<file path="config.mk">
export PLATFORM = sky130hd
export DESIGN_NAME = reg_alu_control_sequencer_flat
export DESIGN_NICKNAME = d
export VERILOG_FILES = /design/src/rtl/reg_alu_control_sequencer_pkg.sv /design/src/rtl/reg_alu_control_sequencer_if.sv /design/src/rtl/reg_alu_control_sequencer_onehot_decoder.sv /design/src/rtl/reg_alu_control_sequencer.sv /design/src/flat_wrapper.sv
export SDC_FILE = /design/constraint.sdc
export NUM_CORES = 1
export LEC_CHECK = 0
export CORE_UTILIZATION = 40
export DETAILED_ROUTE_END_ITERATION = 8
export PLACE_DENSITY_LB_ADDON = 0.15
export SYNTH_ARGS = -nofsm -noshare
export SYNTH_HDL_FRONTEND = slang
export SYNTH_SLANG_ARGS = --single-unit
</file>
<file path="constraint.sdc">
create_clock -name Clock -period 1.7 [get_ports Clock]
set_input_delay 0.17 -clock Clock [delete_from_list [all_inputs] [get_ports Clock]]
set_output_delay 0.17 -clock Clock [all_outputs]
set_load 0.02 [all_outputs]
</file>
<file path="src/rtl/reg_alu_control_sequencer_pkg.sv">
// rtl/reg_alu_control_sequencer_pkg.sv - states, opcodes, ALU encodings and strobe bundle for the sequencer
package ctrl_pkg;

    typedef enum logic [2:0] {
        S_IDLE, S_T0, S_T1, S_T2, S_T3, S_T4, S_T5, S_HALT
    } state_t;

    localparam int OPC_ADD  = 3;
    localparam int OPC_SUB  = 4;
    localparam int OPC_AND  = 5;
    localparam int OPC_OR   = 6;
    localparam int OPC_HALT = 27;

    localparam int ALU_NONE = 0;
    localparam int ALU_ADD  = 1;
    localparam int ALU_SUB  = 2;
    localparam int ALU_AND  = 3;
    localparam int ALU_OR   = 4;

    typedef struct packed {
        logic pc_out;
        logic mar_in;
        logic inc_pc;
        logic z_in;
        logic zlo_out;
        logic pc_in;
        logic read;
        logic mdr_in;
        logic mdr_out;
        logic ir_in;
        logic y_in;
        logic done;
        logic illegal;
        logic halted;
    } strobes_t;

    // ALU_NONE doubles as the "not a register-register op" marker
    function automatic int alu_of_opc(input int opc);
        case (opc)
            OPC_ADD: return ALU_ADD;
            OPC_SUB: return ALU_SUB;
            OPC_AND: return ALU_AND;
            OPC_OR:  return ALU_OR;
            default: return ALU_NONE;
        endcase
    endfunction

endpackage

</file>
<file path="src/rtl/reg_alu_control_sequencer_if.sv">
// rtl/reg_alu_control_sequencer_if.sv - sequencer-to-datapath control interface (optional Step under STEP_EN)
interface reg_alu_control_sequencer_if #(
    parameter int DATA_W   = 32,
    parameter int NUM_REGS = 16,
    parameter int ALUOP_W  = 4
);
    logic                Run;
    logic [DATA_W-1:0]   IR;
    logic                MemReady;
`ifdef STEP_EN
    logic                Step;
`endif
    logic                PCout, MARin, IncPC, Zin, ZLOout, PCin;
    logic                Read, MDRin, MDRout, IRin, Yin;
    logic [NUM_REGS-1:0] Rout;
    logic [NUM_REGS-1:0] Rin;
    logic [ALUOP_W-1:0]  AluOp;
    logic                Done, Illegal, Halted;

    modport master (
        input  Run, IR, MemReady,
`ifdef STEP_EN
        input  Step,
`endif
        output PCout, MARin, IncPC, Zin, ZLOout, PCin, Read, MDRin, MDRout, IRin, Yin,
        output Rout, Rin, AluOp, Done, Illegal, Halted
    );

    modport slave (
        output Run, IR, MemReady,
`ifdef STEP_EN
        output Step,
`endif
        input  PCout, MARin, IncPC, Zin, ZLOout, PCin, Read, MDRin, MDRout, IRin, Yin,
        input  Rout, Rin, AluOp, Done, Illegal, Halted
    );
endinterface

</file>
<file path="src/rtl/reg_alu_control_sequencer_onehot_decoder.sv">
// rtl/reg_alu_control_sequencer_onehot_decoder.sv - index to one-hot select, zero when disabled or out of range
module onehot_decoder #(
    parameter int N = 16,
    parameter int W = 4
) (
    input  logic         en_i,
    input  logic [W-1:0] idx_i,
    output logic [N-1:0] onehot_o
);
    always_comb begin
        onehot_o = '0;
        for (int i = 0; i < N; i++) begin
            if (en_i && (32'(idx_i) == $unsigned(i))) onehot_o[i] = 1'b1;
        end
    end
endmodule

</file>
<file path="src/rtl/reg_alu_control_sequencer.sv">
// rtl/reg_alu_control_sequencer.sv - hardwired fetch/ALU-execute control sequencer; STEP_EN adds single-step gating
module reg_alu_control_sequencer
    import ctrl_pkg::*;
#(
    parameter int DATA_W   = 32,
    parameter int NUM_REGS = 16,
    parameter int OPC_W    = 5,
    parameter int REG_W    = 4,
    parameter int ALUOP_W  = 4
) (
    input logic                     Clock,
    input logic                     Resetn,
    reg_alu_control_sequencer_if.master bus
);
    state_t              state_q, state_d;
    strobes_t            str_q, str_d;
    logic [ALUOP_W-1:0]  aluop_q, aluop_d, op_q, op_d, dec_op;
    logic [REG_W-1:0]    ra_q, ra_d, rc_q, rc_d, rout_idx;
    logic                bad_q, bad_d, bad_now, is_halt, adv;
    logic                rout_en, rin_en;
    logic [NUM_REGS-1:0] rout_q, rout_d, rin_q, rin_d, rout_dec, rin_dec;
    logic [OPC_W-1:0]    opc;
    logic [REG_W-1:0]    ra_f, rb_f, rc_f;
    logic                unused_ir;

    assign opc  = bus.IR[DATA_W-1 -: OPC_W];
    assign ra_f = bus.IR[DATA_W-OPC_W-1 -: REG_W];
    assign rb_f = bus.IR[DATA_W-OPC_W-REG_W-1 -: REG_W];
    assign rc_f = bus.IR[DATA_W-OPC_W-2*REG_W-1 -: REG_W];
    assign unused_ir = ^bus.IR[DATA_W-OPC_W-3*REG_W-1:0];

    assign dec_op  = ALUOP_W'(alu_of_opc(int'(opc)));
    assign is_halt = (int'(opc) == OPC_HALT);
    assign bad_now = (dec_op == '0) || (int'(ra_f) >= NUM_REGS)
                  || (int'(rb_f) >= NUM_REGS) || (int'(rc_f) >= NUM_REGS);

`ifdef STEP_EN
    assign adv = bus.Step;
`else
    assign adv = 1'b1;
`endif

    always_comb begin
        state_d = state_q;
        case (state_q)
            S_IDLE:  if (bus.Run) state_d = S_T0;
            S_T0:    state_d = S_T1;
            S_T1:    if (bus.MemReady) state_d = S_T2;
            S_T2:    state_d = is_halt ? S_HALT : S_T3;
            S_T3:    state_d = bad_q ? (bus.Run ? S_T0 : S_IDLE) : S_T4;
            S_T4:    state_d = S_T5;
            S_T5:    state_d = bus.Run ? S_T0 : S_IDLE;
            S_HALT:  state_d = S_HALT;
            default: state_d = S_IDLE;
        endcase
        if (!adv) state_d = state_q;
    end

    // The instruction is decoded as it leaves T2; IR must be valid by that edge
    always_comb begin
        op_d  = op_q;
        ra_d  = ra_q;
        rc_d  = rc_q;
        bad_d = bad_q;
        if (state_q == S_T2 && state_d == S_T3) begin
            op_d  = dec_op;
            ra_d  = ra_f;
            rc_d  = rc_f;
            bad_d = bad_now;
        end
    end

    // Outputs are decoded from the next state so the registered strobes line up with state_q
    always_comb begin
        str_d    = '0;
        aluop_d  = '0;
        rout_en  = 1'b0;
        rout_idx = rc_q;
        rin_en   = 1'b0;
        case (state_d)
            S_T0: begin
                str_d.pc_out = 1'b1;
                str_d.mar_in = 1'b1;
                str_d.inc_pc = 1'b1;
                str_d.z_in   = 1'b1;
                aluop_d      = ALUOP_W'(ALU_ADD);
            end
            S_T1: begin
                str_d.zlo_out = 1'b1;
                str_d.read    = 1'b1;
                str_d.mdr_in  = 1'b1;
                str_d.pc_in   = (state_q != S_T1);
            end
            S_T2: begin
                str_d.mdr_out = 1'b1;
                str_d.ir_in   = 1'b1;
            end
            S_T3: begin
                if (bad_now) begin
                    str_d.illegal = 1'b1;
                end else begin
                    str_d.y_in = 1'b1;
                    rout_en    = 1'b1;
                    rout_idx   = rb_f;
                end
            end
            S_T4: begin
                str_d.z_in = 1'b1;
                aluop_d    = op_q;
                rout_en    = 1'b1;
            end
            S_T5: begin
                str_d.zlo_out = 1'b1;
                str_d.done    = 1'b1;
                rin_en        = 1'b1;
            end
            S_HALT:  str_d.halted = 1'b1;
            default: ;
        endcase
        if (!adv) begin
            str_d         = str_q;
            str_d.done    = 1'b0;
            str_d.illegal = 1'b0;
            aluop_d       = aluop_q;
        end
    end

    onehot_decoder #(.N(NUM_REGS), .W(REG_W)) u_rout_dec (
        .en_i(rout_en), .idx_i(rout_idx), .onehot_o(rout_dec)
    );
    onehot_decoder #(.N(NUM_REGS), .W(REG_W)) u_rin_dec (
        .en_i(rin_en), .idx_i(ra_q), .onehot_o(rin_dec)
    );

    assign rout_d = adv ? rout_dec : rout_q;
    assign rin_d  = adv ? rin_dec  : rin_q;

    always_ff @(posedge Clock or negedge Resetn) begin
        if (!Resetn) begin
            state_q <= S_IDLE;
            str_q   <= '0;
            aluop_q <= '0;
            op_q    <= '0;
            ra_q    <= '0;
            rc_q    <= '0;
            bad_q   <= 1'b0;
            rout_q  <= '0;
            rin_q   <= '0;
        end else begin
            state_q <= state_d;
            str_q   <= str_d;
            aluop_q <= aluop_d;
            op_q    <= op_d;
            ra_q    <= ra_d;
            rc_q    <= rc_d;
            bad_q   <= bad_d;
            rout_q  <= rout_d;
            rin_q   <= rin_d;
        end
    end

    assign bus.PCout   = str_q.pc_out;
    assign bus.MARin   = str_q.mar_in;
    assign bus.IncPC   = str_q.inc_pc;
    assign bus.Zin     = str_q.z_in;
    assign bus.ZLOout  = str_q.zlo_out;
    assign bus.PCin    = str_q.pc_in;
    assign bus.Read    = str_q.read;
    assign bus.MDRin   = str_q.mdr_in;
    assign bus.MDRout  = str_q.mdr_out;
    assign bus.IRin    = str_q.ir_in;
    assign bus.Yin     = str_q.y_in;
    assign bus.Done    = str_q.done;
    assign bus.Illegal = str_q.illegal;
    assign bus.Halted  = str_q.halted;
    assign bus.Rout    = rout_q;
    assign bus.Rin     = rin_q;
    assign bus.AluOp   = aluop_q;

endmodule

</file>
<file path="src/flat_wrapper.sv">
// flat-port wrapper written by rule: the top's interface ports become plain ports
module reg_alu_control_sequencer_flat import ctrl_pkg::*;
#(
    parameter int DATA_W   = 32,
    parameter int NUM_REGS = 16,
    parameter int OPC_W    = 5,
    parameter int REG_W    = 4,
    parameter int ALUOP_W  = 4
)
  (Clock, Resetn, bus_Run, bus_IR, bus_MemReady, bus_PCout, bus_MARin, bus_IncPC, bus_Zin, bus_ZLOout, bus_PCin, bus_Read, bus_MDRin, bus_MDRout, bus_IRin, bus_Yin, bus_Rout, bus_Rin, bus_AluOp, bus_Done, bus_Illegal, bus_Halted);
  reg_alu_control_sequencer_if #(.DATA_W(DATA_W), .NUM_REGS(NUM_REGS), .ALUOP_W(ALUOP_W)) bus_i ();
  input logic Clock;
  input logic Resetn;
  input wire logic [$bits(bus_i.Run)-1:0] bus_Run;
  input wire logic [$bits(bus_i.IR)-1:0] bus_IR;
  input wire logic [$bits(bus_i.MemReady)-1:0] bus_MemReady;
  output wire logic [$bits(bus_i.PCout)-1:0] bus_PCout;
  output wire logic [$bits(bus_i.MARin)-1:0] bus_MARin;
  output wire logic [$bits(bus_i.IncPC)-1:0] bus_IncPC;
  output wire logic [$bits(bus_i.Zin)-1:0] bus_Zin;
  output wire logic [$bits(bus_i.ZLOout)-1:0] bus_ZLOout;
  output wire logic [$bits(bus_i.PCin)-1:0] bus_PCin;
  output wire logic [$bits(bus_i.Read)-1:0] bus_Read;
  output wire logic [$bits(bus_i.MDRin)-1:0] bus_MDRin;
  output wire logic [$bits(bus_i.MDRout)-1:0] bus_MDRout;
  output wire logic [$bits(bus_i.IRin)-1:0] bus_IRin;
  output wire logic [$bits(bus_i.Yin)-1:0] bus_Yin;
  output wire logic [$bits(bus_i.Rout)-1:0] bus_Rout;
  output wire logic [$bits(bus_i.Rin)-1:0] bus_Rin;
  output wire logic [$bits(bus_i.AluOp)-1:0] bus_AluOp;
  output wire logic [$bits(bus_i.Done)-1:0] bus_Done;
  output wire logic [$bits(bus_i.Illegal)-1:0] bus_Illegal;
  output wire logic [$bits(bus_i.Halted)-1:0] bus_Halted;
  assign bus_i.Run = bus_Run;
  assign bus_i.IR = bus_IR;
  assign bus_i.MemReady = bus_MemReady;
  assign bus_PCout = bus_i.PCout;
  assign bus_MARin = bus_i.MARin;
  assign bus_IncPC = bus_i.IncPC;
  assign bus_Zin = bus_i.Zin;
  assign bus_ZLOout = bus_i.ZLOout;
  assign bus_PCin = bus_i.PCin;
  assign bus_Read = bus_i.Read;
  assign bus_MDRin = bus_i.MDRin;
  assign bus_MDRout = bus_i.MDRout;
  assign bus_IRin = bus_i.IRin;
  assign bus_Yin = bus_i.Yin;
  assign bus_Rout = bus_i.Rout;
  assign bus_Rin = bus_i.Rin;
  assign bus_AluOp = bus_i.AluOp;
  assign bus_Done = bus_i.Done;
  assign bus_Illegal = bus_i.Illegal;
  assign bus_Halted = bus_i.Halted;
  reg_alu_control_sequencer #(.DATA_W(DATA_W), .NUM_REGS(NUM_REGS), .OPC_W(OPC_W), .REG_W(REG_W), .ALUOP_W(ALUOP_W)) u_core (.Clock(Clock), .Resetn(Resetn), .bus(bus_i));
endmodule
</file>
==> parameters.txt <==
Parameter                              Value

Setup path
  Setup Crit Path Kind    flip-flop to flip-flop
  Highest fanout seen on the critical path    6
  WP data required    ~2 ns
  Endpoint class of the critical path    flip-flop
  R2R depth    5
  Kind of launch point of the worst setup path    flip-flop
  Worst EP arrival    2.05 ns

Floorplanning
  Total Die Area    approximately 0.0064 sq mm
  IO Pins    86
  Core area    0.005921 sq mm
  Effective utilization at floorplan    slightly above 40%
  Die boundary width    80.28 um
  Number of placement rows    28
  Die height    approximately 80 um

Yosys
  Share of flip-flops with an asynchronous set or reset after synthesis    between 90% and 100%
  Combinational family with the most area after synthesis    simple AND/OR/NAND/NOR gates
  Post-synthesis register bit count    60
  Synth Net Count    roughly 250
  Fraction of synthesized cell area in xor and xnor cells    0.7147%
  Seq/Total Area, Yosys    61.26%
  Adder-cell area share of the yosys netlist    0%
  Simple-gate share of the synthesized area    19.35%
  Top flip-flop cell by instance count after synthesis    sky130_fd_sc_hd__dfrtp_1
  Gate Count Post-Synth    approximately 210
  Post-synth EDFFs    0
  Multiplexer share of the synthesized area    about 5.1%
  Count of distinct cell types in the synthesized netlist    44
  Avg Synthesized Cell Area    approximately 12 sq um
  Compound-Gate Fraction of Synth Area    9.290%
  Synth Cell Area    roughly 0.0025 sq mm
  Synth Warn #    0

Job
  Max-cap viol count    0

Clock tree
  Clock tree from TritonCTS    done
  Number of buffers created by CTS    9
  Clk_lat worst skew    between 0.3 and 0.4 ns
  Clock slew at the register clock pins of the worst setup and hold paths    0.07 ns
  Clk root buf    sky130_fd_sc_hd__clkbuf_8
  Deepest level of the CTS H-tree    3
  CTS max path bufs    2
  Clock sinks    60

Drt
  Pre-Repair DR Iteration Count    4
  Number of antenna-violating nets in the routed design    0
  Detailed-route DRC error count    0
  Overall routed net length    ~5.6 mm
  Via count    a little under 2k
  Vias per std cell    4.952
  Wire length per cell    about 14 um
  Violation count after the first detailed-routing iteration    95

Outcome
  Violations in the final reports    setup timing
  Result of the run    complete, but fails checks

Timing
  # setup viols final    27
  Final worst clock skew    about 0.0072 ns
  Final worst-path cycle share    106.2%
  Pins over their slew limit    0
  Number of hold violations in the final report    0
  Max Fclk    around 550 MHz
  Actual transition at the worst max-transition pin    approximately 0.75 ns
  Max-slew headroom at the worst pin    between 40% and 50%
  Accumulated negative setup slack    -1.962 ns
  Setup WS post-layout    -0.1054 ns
  Smallest hold slack    between 0.3 and 0.4 ns
  Setup repair after global routing missed its margin    true
  Final critical-path required period    roughly 1.8 ns

Power
  Post-layout power    around 5.8 mW
  Relative contribution of combinational cells to total power    between 40% and 50%
  LEAKAGE    ~1.7 nW
  Net load switching power    around 2.0 mW
  Sequential group share of total power    35.4%
  Net switching fraction of the power    a little over a third
  Power share of the clock group    a little over a fifth
  Int Power    around 3.8 mW
  Power density of the placed cells    1480 mW/mm^2
  VDD IR-drop max    around 0.00093 V

Min path
  Class of the tightest hold or removal check    input port to asynchronous set/reset pin

Placed design
  Pre-CTS setup slack    -0.2631 ns
  Number of port buffers    69
  Post-DP HPWL    3.634 mm
  Placed cell count    between 300 and 400
  Final weighted congestion in routability-driven placement    between 0.7 and 0.8
  Area after detailed placement    approximately 0.0034 sq mm

Final layout
  Number of standard cells in the final layout excluding fillers    ~400
  Cell area after layout    a little under 0.004 sq mm
  Layout fillers    ~480
  Storage element area    approximately 0.0015 sq mm
  Multi-input gate area in the final layout    between 0.001 and 0.0015 sq mm
  Final-stage net count    around 350
  Post-Route Utilization    around two thirds
  Area added between synthesis and finish    59.47%
  Share of final-layout standard cells stronger than drive strength 1    31.46%
  Total inserted antenna cells    0

GRT
  First-pass GRT wire length    9.232 mm
  Number of global-route vias before repair    ~1.9k
  Aggregate global routing overflow    0
  Pin count of the biggest net entering global routing    just over 60
  Initial antenna violation count    0
  Total routing resource utilization after global routing    between 10% and 20%
[worst max-delay path, stage by stage, from the launching register on]
cell                       delay, ns
sky130_fd_sc_hd__dfrtp_2        0.46
sky130_fd_sc_hd__mux2_4         0.33
sky130_fd_sc_hd__nand2_4        0.06
sky130_fd_sc_hd__o311ai_4       0.15
sky130_fd_sc_hd__or3_4          0.51
sky130_fd_sc_hd__o31ai_2        0.20
[per-layer routing]
metal	vias up	share of wire, %	GRT usage (%)
met2	54	48	29.91
met1	967	46	26.12
met5	-	0	0
li1	930	-	-
met4	0	1.9	10.00
met3	10	4.5	4.318
[worst paths after layout]
check,start,slack [ns],end
worst max-delay path,u_core.state_q[0]$_DFF_PN0_,-0.11,u_core.bus.Rout[8]$_DFF_PN0_
worst min-delay path,Resetn,0.36,u_core.bus.Rin[10]$_DFF_PN0_
worst max register to register,u_core.state_q[0]$_DFF_PN0_,-0.11,u_core.bus.Rout[8]$_DFF_PN0_
worst min register to register,u_core.op_q[1]$_DFFE_PN0P_,0.50,u_core.op_q[1]$_DFFE_PN0P_
max in group asynchronous,Resetn,1.07,u_core.state_q[1]$_DFF_PN0_
min in group Clock,bus_IR[18],0.45,u_core.rc_q[3]$_DFFE_PN0P_
[cell usage after synthesis (2+ instances only)]
library cell,instances,area [sq um]
sky130_fd_sc_hd__a21oi_1,2,10.01
sky130_fd_sc_hd__and2_1,7,43.79
sky130_fd_sc_hd__and3_1,5,31.28
sky130_fd_sc_hd__buf_4,5,37.54
sky130_fd_sc_hd__buf_6,2,22.52
sky130_fd_sc_hd__clkbuf_4,2,15.01
sky130_fd_sc_hd__dfrtp_1,60,1501
sky130_fd_sc_hd__inv_1,5,18.77
sky130_fd_sc_hd__mux2_2,11,123.9
sky130_fd_sc_hd__nand2_1,20,75.07
sky130_fd_sc_hd__nand2b_1,5,31.28
sky130_fd_sc_hd__nand3_1,5,25.02
sky130_fd_sc_hd__nand3b_1,3,22.52
sky130_fd_sc_hd__nor2_1,23,86.33
sky130_fd_sc_hd__nor2b_1,3,18.77
sky130_fd_sc_hd__nor3_1,5,25.02
sky130_fd_sc_hd__nor4b_1,2,17.52
sky130_fd_sc_hd__o21a_1,2,15.01
sky130_fd_sc_hd__o21ai_0,7,35.03
sky130_fd_sc_hd__o22ai_1,2,12.51
sky130_fd_sc_hd__o31ai_1,10,75.07
[kinds of logic (layout without fill, tap and decap cells)]
group                  Yosys count  count (layout)
XOR/XNOR                         2               2
flip-flops                      60              60
buffers and inverters           16             127
multiplexers                    11              11
AND/OR/NAND/NOR                 89              90
AO/OA/AOI/OAI                   30              30
other                            1               1
[cells in the final DEF (no fill, tap or decap), types with 3 or more instances in the layout]
cell type and n:
sky130_fd_sc_hd__clkbuf_8 9, sky130_fd_sc_hd__buf_4 26, sky130_fd_sc_hd__mux2_4 11, sky130_fd_sc_hd__o31ai_2 5, sky130_fd_sc_hd__and3_1 5, sky130_fd_sc_hd__nand3b_1 3, sky130_fd_sc_hd__nand2_1 19, sky130_fd_sc_hd__nand2b_1 5
sky130_fd_sc_hd__o31ai_4 4, sky130_fd_sc_hd__buf_6 9, sky130_fd_sc_hd__nor2_2 3, sky130_fd_sc_hd__o21ai_1 4, sky130_fd_sc_hd__clkdlybuf4s50_1 68, sky130_fd_sc_hd__dfrtp_1 58, sky130_fd_sc_hd__nor3_1 5, sky130_fd_sc_hd__nand3_1 3
sky130_fd_sc_hd__nor2_1 19, sky130_fd_sc_hd__and2_1 6, sky130_fd_sc_hd__inv_1 5
[flip-flops by register name, summed over array words and instances (netlist names)]
signal / flops
u_core.bus.ZLOout: 1
u_core.bus.Zin: 1
u_core.bus.IncPC: 1
u_core.bus.Done: 1
u_core.bus.IRin: 1
u_core.bus.Illegal: 1
u_core.bad_q: 1
u_core.rc_q: 4
u_core.bus.Rin: 16
u_core.op_q: 3
u_core.bus.MDRin: 1
u_core.bus.Yin: 1
u_core.state_q: 3
u_core.bus.Halted: 1
u_core.bus.PCin: 1
u_core.bus.Rout: 16
u_core.bus.AluOp: 3
u_core.ra_q: 4
[power by group through the flow]
stage | sequential [mW] | clock, mW | combinational, mW
6_report | 2.05 | 1.25 | 2.48
5_1_grt | 2.10 | 1.35 | 2.67
4_1_cts | 2.03 | 1.28 | 2.44
3_5_place_dp | 2.05 | 0 | 2.03
3_3_place_gp | 2.04 | 0 | 2.01
2_1_floorplan | 2.09 | 0 | 1.14
[area by class of cell]
type | count | area share [%]
Multi-Input combinational cell | 134 | 27.78
Timing Repair Buffer | 106 | 25.90
Clock inverter | 5 | 1.601
Inverter | 5 | 0.4802
Sequential cell | 60 | 38.48
Tap cell | 75 | 2.401
Clock buffer | 11 | 3.361
[what timing repair did]
item | 4_1_cts | 5_1_grt
endpoints found under the setup margin | 28 | 29
hold buffers | 1 | 0
resized for setup | 44 | 12
endpoints found under the hold margin | 60 | 0
buffers inserted | 7 | 0
pin swaps | 18 | 9
cloned | 1 | 0
No activity file was read; power rests on OpenSTA's default activity.
